<file path="src/rtl/mac_pkg.sv">
// Shared MAC datapath definitions: FSM encoding and default widths used by
// the multiplier, the accumulator and the result sink.
package mac_pkg;

  localparam int MAC_PROD_W = 36;
  localparam int MAC_ACC_W  = 48;
  localparam int MAC_CNT_W  = 16;

  typedef enum logic [1:0] {
    ST_IDLE = 2'd0,
    ST_ACC  = 2'd1,
    ST_DONE = 2'd2
  } mac_state_e;

endpackage

</file>
<file path="src/rtl/mac_sat_add.sv">
// Combinational accumulate step: extend the product, add it to the signed
// accumulator one bit wider than ACC_W, detect signed overflow and either
// clamp or wrap the result.
module mac_sat_add #(
  parameter int PROD_W = 36,
  parameter int ACC_W  = 48,
  parameter int SAT_EN = 1
) (
  input  logic [ACC_W-1:0]  acc,
  input  logic [PROD_W-1:0] prod,
  input  logic              prod_signed,
  output logic [ACC_W-1:0]  sum,
  output logic              ovf
);

  logic [ACC_W:0] prod_ext;
  logic [ACC_W:0] acc_ext;
  logic [ACC_W:0] sum_wide;

  // The extra top bit keeps the true sum exact; overflow is when its two
  // upper bits disagree, i.e. the value no longer fits ACC_W signed bits.
  always_comb begin
    prod_ext = prod_signed ? {{(ACC_W+1-PROD_W){prod[PROD_W-1]}}, prod}
                           : {{(ACC_W+1-PROD_W){1'b0}}, prod};
    acc_ext  = {acc[ACC_W-1], acc};
    sum_wide = acc_ext + prod_ext;
    ovf      = sum_wide[ACC_W] ^ sum_wide[ACC_W-1];
    sum      = sum_wide[ACC_W-1:0];
    if (ovf && (SAT_EN != 0))
      sum = sum_wide[ACC_W] ? {1'b1, {(ACC_W-1){1'b0}}}
                            : {1'b0, {(ACC_W-1){1'b1}}};
  end

endmodule

</file>
<file path="src/rtl/mac_accumulator.sv">
// Accumulates a programmed number of multiplier products and presents the
// result on a valid/ready port. All handshake outputs are registered.
module mac_accumulator
  import mac_pkg::*;
#(
  parameter int PROD_W = MAC_PROD_W,
  parameter int ACC_W  = MAC_ACC_W,
  parameter int CNT_W  = MAC_CNT_W,
  parameter int SAT_EN = 1
) (
  input  logic              i_clk,
  input  logic              i_rst,
  input  logic              i_start,
  input  logic [CNT_W-1:0]  i_len,
  input  logic              i_prod_signed,
  input  logic [PROD_W-1:0] i_prod,
  input  logic              i_prod_valid,
  output logic              o_prod_ready,
  output logic [ACC_W-1:0]  o_acc,
  output logic              o_acc_valid,
  input  logic              i_acc_ready,
  output logic              o_ovf,
  output logic              o_busy
);

  mac_state_e       state;
  logic [CNT_W-1:0] cnt;
  logic [ACC_W-1:0] sum;
  logic             add_ovf;
  logic             xfer;

  assign xfer = i_prod_valid & o_prod_ready;

  mac_sat_add #(
    .PROD_W (PROD_W),
    .ACC_W  (ACC_W),
    .SAT_EN (SAT_EN)
  ) u_add (
    .acc         (o_acc),
    .prod        (i_prod),
    .prod_signed (i_prod_signed),
    .sum         (sum),
    .ovf         (add_ovf)
  );

  // Job FSM; o_acc doubles as the accumulator so it holds after the handshake.
  always_ff @(posedge i_clk or posedge i_rst) begin
    if (i_rst) begin
      state        <= ST_IDLE;
      cnt          <= '0;
      o_acc        <= '0;
      o_ovf        <= 1'b0;
      o_prod_ready <= 1'b0;
      o_acc_valid  <= 1'b0;
      o_busy       <= 1'b0;
    end else begin
      case (state)
        ST_IDLE: begin
          if (i_start) begin
            o_acc  <= '0;
            o_ovf  <= 1'b0;
            cnt    <= i_len;
            o_busy <= 1'b1;
            if (i_len == '0) begin
              state       <= ST_DONE;
              o_acc_valid <= 1'b1;
            end else begin
              state        <= ST_ACC;
              o_prod_ready <= 1'b1;
            end
          end
        end
        ST_ACC: begin
          if (xfer) begin
            o_acc <= sum;
            if (add_ovf) o_ovf <= 1'b1;
            cnt <= cnt - 1'b1;
            if (cnt == CNT_W'(1)) begin
              state        <= ST_DONE;
              o_prod_ready <= 1'b0;
              o_acc_valid  <= 1'b1;
            end
          end
        end
        ST_DONE: begin
          if (i_acc_ready) begin
            state       <= ST_IDLE;
            o_acc_valid <= 1'b0;
            o_busy      <= 1'b0;
          end
        end
        default: begin
          state        <= ST_IDLE;
          o_prod_ready <= 1'b0;
          o_acc_valid  <= 1'b0;
          o_busy       <= 1'b0;
        end
      endcase
    end
  end

endmodule

</file>
<file path="config.mk">
export PLATFORM = sky130hd
export DESIGN_NAME = mac_accumulator
export DESIGN_NICKNAME = d
export VERILOG_FILES = /design/src/rtl/mac_pkg.sv /design/src/rtl/mac_sat_add.sv /design/src/rtl/mac_accumulator.sv
export SDC_FILE = /design/constraint.sdc
export NUM_CORES = 1
export LEC_CHECK = 0
export CAP_MARGIN = 20
export CELL_PAD_IN_SITES_DETAIL_PLACEMENT = 0
export CELL_PAD_IN_SITES_GLOBAL_PLACEMENT = 1
export CORE_MARGIN = 5
export CORE_UTILIZATION = 39
export DETAILED_ROUTE_END_ITERATION = 8
export PLACE_DENSITY = 0.86
export SYNTH_ARGS = -nofsm -noshare
export SYNTH_HDL_FRONTEND = slang
export SYNTH_SLANG_ARGS = --single-unit
export TNS_END_PERCENT = 20
</file>
<file path="constraint.sdc">
create_clock -name i_clk -period 3.5 [get_ports i_clk]
set_input_delay 0.525 -clock i_clk [delete_from_list [all_inputs] [get_ports i_clk]]
set_output_delay 0.525 -clock i_clk [all_outputs]
set_load 0.02 [all_outputs]
</file>
# Word level (Yosys, flattened, before mapping)
# Index checks and enable logic that the tools add are counted.
# Widths: inputs -> output; s select.
op_classes:
  add_sub_neg: 2
  n_eq_ne: 10
  muxes: 32
  bitwise: 4
  reduce_logical: 9
ops:
  columns: ["operator", "count"]
  rows:
  - ["$mux 48", 4]
  - ["$pmux 48 s2", 1]
  - ["$add 49x49->49", 1]
  - ["$mux 49", 1]
  - ["$mux 16", 2]
  - ["$pmux 16 s2", 1]
  - ["$eq 16x1->1 const B", 1]
  - ["$logic_not 16->1", 1]
  - ["$sub 16x1->16 const B", 1]
  - ["$ne 2x2->1 const B", 7]
  - ["$mux 1", 13]
  - ["$mux 2", 5]
  - ["$reduce_and 5->1", 2]
  - ["$pmux 1 s3", 3]
  - ["$reduce_and 4->1", 2]
  - ["$pmux 2 s3", 1]
  - ["$reduce_and 3->1", 2]
  - ["$eq 2x1->1 const B", 1]
  - ["$eq 2x2->1 const B", 1]
  - ["$logic_not 2->1", 1]
  - ["$not 1->1", 2]
  - ["$pmux 1 s2", 1]
  - ["$reduce_bool 2->1", 1]
  - ["$and 1x1->1", 1]
  - ["$xor 1x1->1", 1]
totals:
  register_bits: 70
  inputBits: 58

# Logic depth before layout (Yosys ltp)
depth:
  depth_word: 6
  depth_mapped: 15
  depth_no_buf: 11

# Hierarchy
# Synthesis repeated with hierarchy kept, for this count alone.
unflattened:
  hier_cells: 719
  hier_area_um2: 6114.6
by_module_without_submodules:
  columns: ["mod", "instances", "cells_each", "area_each_um2", "seq_area_each_um2"]
  rows:
  - ["mac_accumulator", 1, 276, 3151.8, 1751.7]
  - ["mac_sat_add", 1, 443, 2962.8, 0.0]

# Worst setup path after synthesis
# No wires, ideal clock.
synth_timing:
  kind: "input to register"
  startpoint: "in i_prod[0]"
  endpoint: "reg o_acc[42]"
  setup_ps: 121
  t_arrival_ps: 2898
  t_required_ps: 3379
  path_slack_ps: 481
  cell_stages: 11
  cell_sequence: "ha_1 fa_1 a211oi_1 o211ai_1 a22oi_1 o41ai_2 a211oi_1 o21bai_1 mux2i_1 a21o_1 a22o_1"
synth_via:
  elab_chain_len: 6
  word_cells_on_any_way: 7
  cone_classes: "1 x add/sub; 5 x mux; 1 x bitwise"
synth_rtl:
  columns: ["item", "line", "text"]
  rows:
  - ["start, declared", "mac_accumulator.sv:16", "input logic [PROD_W-1:0] i_prod,"]
  - ["$mux 49 (*)", "mac_sat_add.sv:23", "prod_ext = prod_signed ? {{(ACC_W+1-PROD_W){prod[PROD_W-1]}}, prod}"]
  - ["$add 49x49->49 (*)", "mac_sat_add.sv:26", "sum_wide = acc_ext + prod_ext;"]
  - ["$mux 48 or $xor 1x1->1 (tied branches)", "mac_sat_add.sv:30, mac_sat_add.sv:27", null]
  - ["$mux 48 (*)", "mac_sat_add.sv:29", "if (ovf && (SAT_EN != 0))"]
  - ["$mux 48 (*)", "mac_accumulator.sv:74", "if (xfer) begin"]
  - ["$pmux 48 s2 (*)", "mac_accumulator.sv:57", "case (state)"]
  - ["end signal, assigned", "mac_accumulator.sv:75", "o_acc <= sum;"]
  - ["end, declared", "mac_accumulator.sv:19", "output logic [ACC_W-1:0] o_acc,"]
# Mark *: on every way between the ends. The rest lies on a longest branch, timed or not. The select of a mux whose other input is x is not followed.
# A chain may end at the register's enable or synchronous reset.

# Final worst setup path
layout_timing:
  startpoint: "in i_prod[1]"
  endpoint: "reg o_acc[37]"
# The elaborated chain is that of the path after synthesis.

==> impl_metrics.json <==
{
  "reg2regPathDepth": 14,
  "vdd_ir_drop_max_uv": 345.8,
  "grt_pass1_vias": 6318,
  "pwr-share-clk_pct": 14.4,
  "drc": 0,
  "fin_skew_ns": 0.009351,
  "leakage_nw": 3.859,
  "power.switching_mw": 3.424,
  "core_area_um2": 15830,
  "cp_cell_sequence": "clkdlybuf4s50_1 > ha_1 > a211oi_1 > o211ai_2 > a41oi_1 > a211oi_1 > buf_4 > nand2_1 > a41oi_1 > buf_4 > buf_4 > xnor2_1 > a21boi_0 > o2bb2ai_1",
  "min_from": "cnt[10]$_DFFE_PP0P_",
  "max_slew_margin_pct": 31.62,
  "syn-num-nets": 930,
  "cts_sinks": 70,
  "path_delay_family": "compound AO/OA/AOI/OAI gates",
  "hold_end": "cnt[10]$_DFFE_PP0P_",
  "detail_route.iter0.violations": 420,
  "tightestPinTransition_ns": 1.026,
  "crit_fanout": 3,
  "place_area_um2": 8295,
  "syn_area_um2": 6271,
  "drive_gt1_share_pct": 14.30,
  "r2r-start": "o_acc[0]$_DFFE_PP0P_",
  "grt-ovfl-total": 0,
  "dr_total_vias": 6722,
  "grt_usage_pct": 21.59,
  "rrSetupSlack_ns": 0.40,
  "synthDistinctLibCells": 71,
  "core.rowCount": 46,
  "synth_area_leaders": "dfrtp_1 28%, nand2_1 8.5%, ha_1 8.0%, o21ai_0 6.8%, a21oi_1 5.8%",
  "async_reset_ff_share_pct": 100.0,
  "clk_pin_slew_ns": 0.06,
  "crit_top_cell": "buf_4",
  "p_int_mw": 4.015,
  "synth.most_common_cell": "nand2_1",
  "setup_viol_count_final": 0,
  "post_cts_buffers": 0,
  "grt_max_degree": 52,
  "utilization_pct": 54.58,
  "synth-edff-count": 0,
  "yosysSeqAreaShare_pct": 27.93,
  "cp-end-kind": "flip-flop",
  "wirelength_mm": 19.87,
  "final_area_um2": 8640,
  "viasPerCell": 5.465,
  "min_path_cells": 2,
  "die_h_um": 136.8,
  "synth_top_cell_area_share_pct": 27.93,
  "ys_warn_count": 0,
  "num_antenna_cells": 0,
  "die_w_um": 136.8,
  "place_congestion": 0.9009,
  "postSynthAreaPerCell_um2": 7.546,
  "cts-hold-fix-buffers": 0,
  "fmax_ghz": 0.3010,
  "synth_top_cells_by_count": "142 x nand2_1, 85 x o21ai_0, 73 x a21oi_1",
  "clockRootBuffer": "clkbuf_16",
  "cellPowerDensity_nw_per_um2": 861.1,
  "layout.filler_cells": 1512,
  "htree_num_levels": 3,
  "grt_first_pass_wirelength_mm": 32.55,
  "syn_to_final_growth_pct": 37.77,
  "fin_crit_sh_pct": 94.93,
  "first_pass_iters": 5,
  "min_period_ns": 3.323,
  "routedWlPerCell_um": 16.15,
  "finalHoldViolations": 0,
  "io_buffers": 109,
  "finalMaxSlewViolations": 0,
  "cts_tree": "built",
  "ys_ff_latch": 70,
  "synth_area_leader_cell": "dfrtp_1",
  "dpl.hpwl_mm": 15.36,
  "antenna_found_initial": 0,
  "cap_violations": 0,
  "seqPwrFrac_pct": 21.3,
  "crit_arrival_ns": 3.54,
  "rsz0062_at_grt": "false",
  "rr_endpoint": "o_acc[37]$_DFFE_PP0P_",
  "cts_buffer_depth": 2,
  "cp.required_ns": 3.72,
  "p_comb_share_pct": 64.3,
  "p_sw_share_pct": 46.02,
  "synthCells": 831,
  "cp-start-kind": "input pin",
  "clk_latency_ns": 0.35,
  "start_util_pct": 39.62,
  "cpPeakStageDelay_ns": 0.48,
  "slowest_stage": "clkdlybuf4s50_1",
  "io_pins": 110,
  "dieArea_um2": 18720,
  "final_nets": 1108,
  "antenna_left": 0,
  "synth_flop_cell": "dfrtp_1",
  "hold_class": "reg2reg",
  "status": "completed",
  "critPathKind": "in2reg",
  "critPathBufInv": 4,
  "numCtsBuffers": 9
}
-- layout by cell type (no fill, tap or decap), types with 4 or more instances in the layout --
cell	n
a41oi_1	4
o221ai_1	4
a21boi_1	4
nand2_1	142
a211oi_1	10
nand4_1	22
nor3_1	27
clkdlybuf4s50_1	109
a22o_1	4
clkbuf_16	9
a22oi_1	6
xnor2_1	23
o21bai_1	6
o2bb2ai_1	8
ha_1	40
nand2b_1	8
or2_2	4
dfrtp_1	70
nand3b_1	4
buf_4	102
a31oi_1	7
buf_12	5
o21ai_1	16
a21oi_1	73
and2_1	4
inv_1	24
nor2_1	49
mux2i_1	5
xor2_1	15
o31ai_1	5
nor4_1	8
and3_1	8
a21o_1	16
nand3_1	16
o21ai_0	85
o211ai_1	11
-- per-stage QoR --
step / worst slack, ns / hold slack [ns] / instances / power, mW / setup TNS (ns)
6_report: 0.1774 / 0.4739 / 1230 / 7.439 / 0
5_1_grt: 0.02092 / 0.5137 / 1230 / 8.046 / 0
4_1_cts: 0.1134 / 0.4810 / 1230 / 7.449 / 0
3_5_place_dp: -0.2125 / 0.4676 / 1214 / 6.337 / -4.440
3_3_place_gp: -0.1226 / 0.4578 / 1214 / 6.299 / -1.729
2_1_floorplan: 0.4812 / 0.4428 / 831 / 4.419 / 0
-- power by group through the flow --
stage	clock network, mW	registers, mW	logic, mW
floorplan	0	1.72	2.70
global placement	0	1.58	4.71
detailed placement	0	1.59	4.75
CTS	1.09	1.58	4.78
global route	1.13	1.64	5.28
finish	1.07	1.58	4.79
-- area by class of cell --
type | instances | area (um2) | share of cell area (%)
well taps | 216 | 270.3 | 3.128
multi-input cells | 686 | 4225 | 48.91
inverters | 26 | 97.59 | 1.130
clock buffers | 10 | 229.0 | 2.650
clock inverters | 6 | 108.9 | 1.260
flip-flops and latches | 70 | 1752 | 20.28
repair buffers | 216 | 1957 | 22.65
-- state kept, by name, summed over array words and instances, names as in the netlist --
name,count
o_busy,1
o_acc_valid,1
state,2
o_ovf,1
o_prod_ready,1
o_acc,48
cnt,16
-- worst register-to-register path: cells and delay by family, from the launching register on --
| family | cells | cell delay, ns |
|---|---|---|
| adders and majority gates | 1 | 0.23 |
| xor gates and xnor gates | 1 | 0.12 |
| and+or+nand+nor | 1 | 0.07 |
| buffers and inverters | 4 | 0.66 |
| AOI/OAI and AO/OA | 7 | 1.50 |
| DFF | 1 | 0.40 |
-- metal layers --
layer	share of wire [%]	up-vias	global-route usage (%)
met5	0	-	0
met4	1.8	0	6.984
met3	5.3	24	2.941
met2	45	191	33.35
met1	48	3116	31.18
li1	-	3391	-
-- timing repair --
action,in CTS,in global routing
gates resized for setup,0,1
hold endpoints to repair,0,0
endpoints found under the setup margin,0,17
-- cell families after synthesis --
logic type                 count (synthesis)  synth area share [%]
and+or+nand+nor                          308                 22.75
AOI/OAI and AO/OA                        291                 29.51
buffers and inverters                     75                 4.908
DFF                                       70                 27.93
adders and majority gates                 41                 8.300
xor gates and xnor gates                  39                 5.447
muxes                                      7                 1.157
-- worst max-delay path by stage --
stage                     startpoint                     to  cells after the start
final                      i_prod[1]  o_acc[37]$_DFFE_PP0P_                     14
after floorplan            i_prod[0]  o_acc[42]$_DFFE_PP0P_                     11
after global routing       i_prod[1]  o_acc[37]$_DFFE_PP0P_                     14
after global placement     i_prod[1]  o_acc[42]$_DFFE_PP0P_                     12
after detailed placement   i_prod[1]  o_acc[44]$_DFFE_PP0P_                     12
after CTS                  i_prod[1]  o_acc[44]$_DFFE_PP0P_                     12
Note: power is estimated with default switching activity, not from simulation.
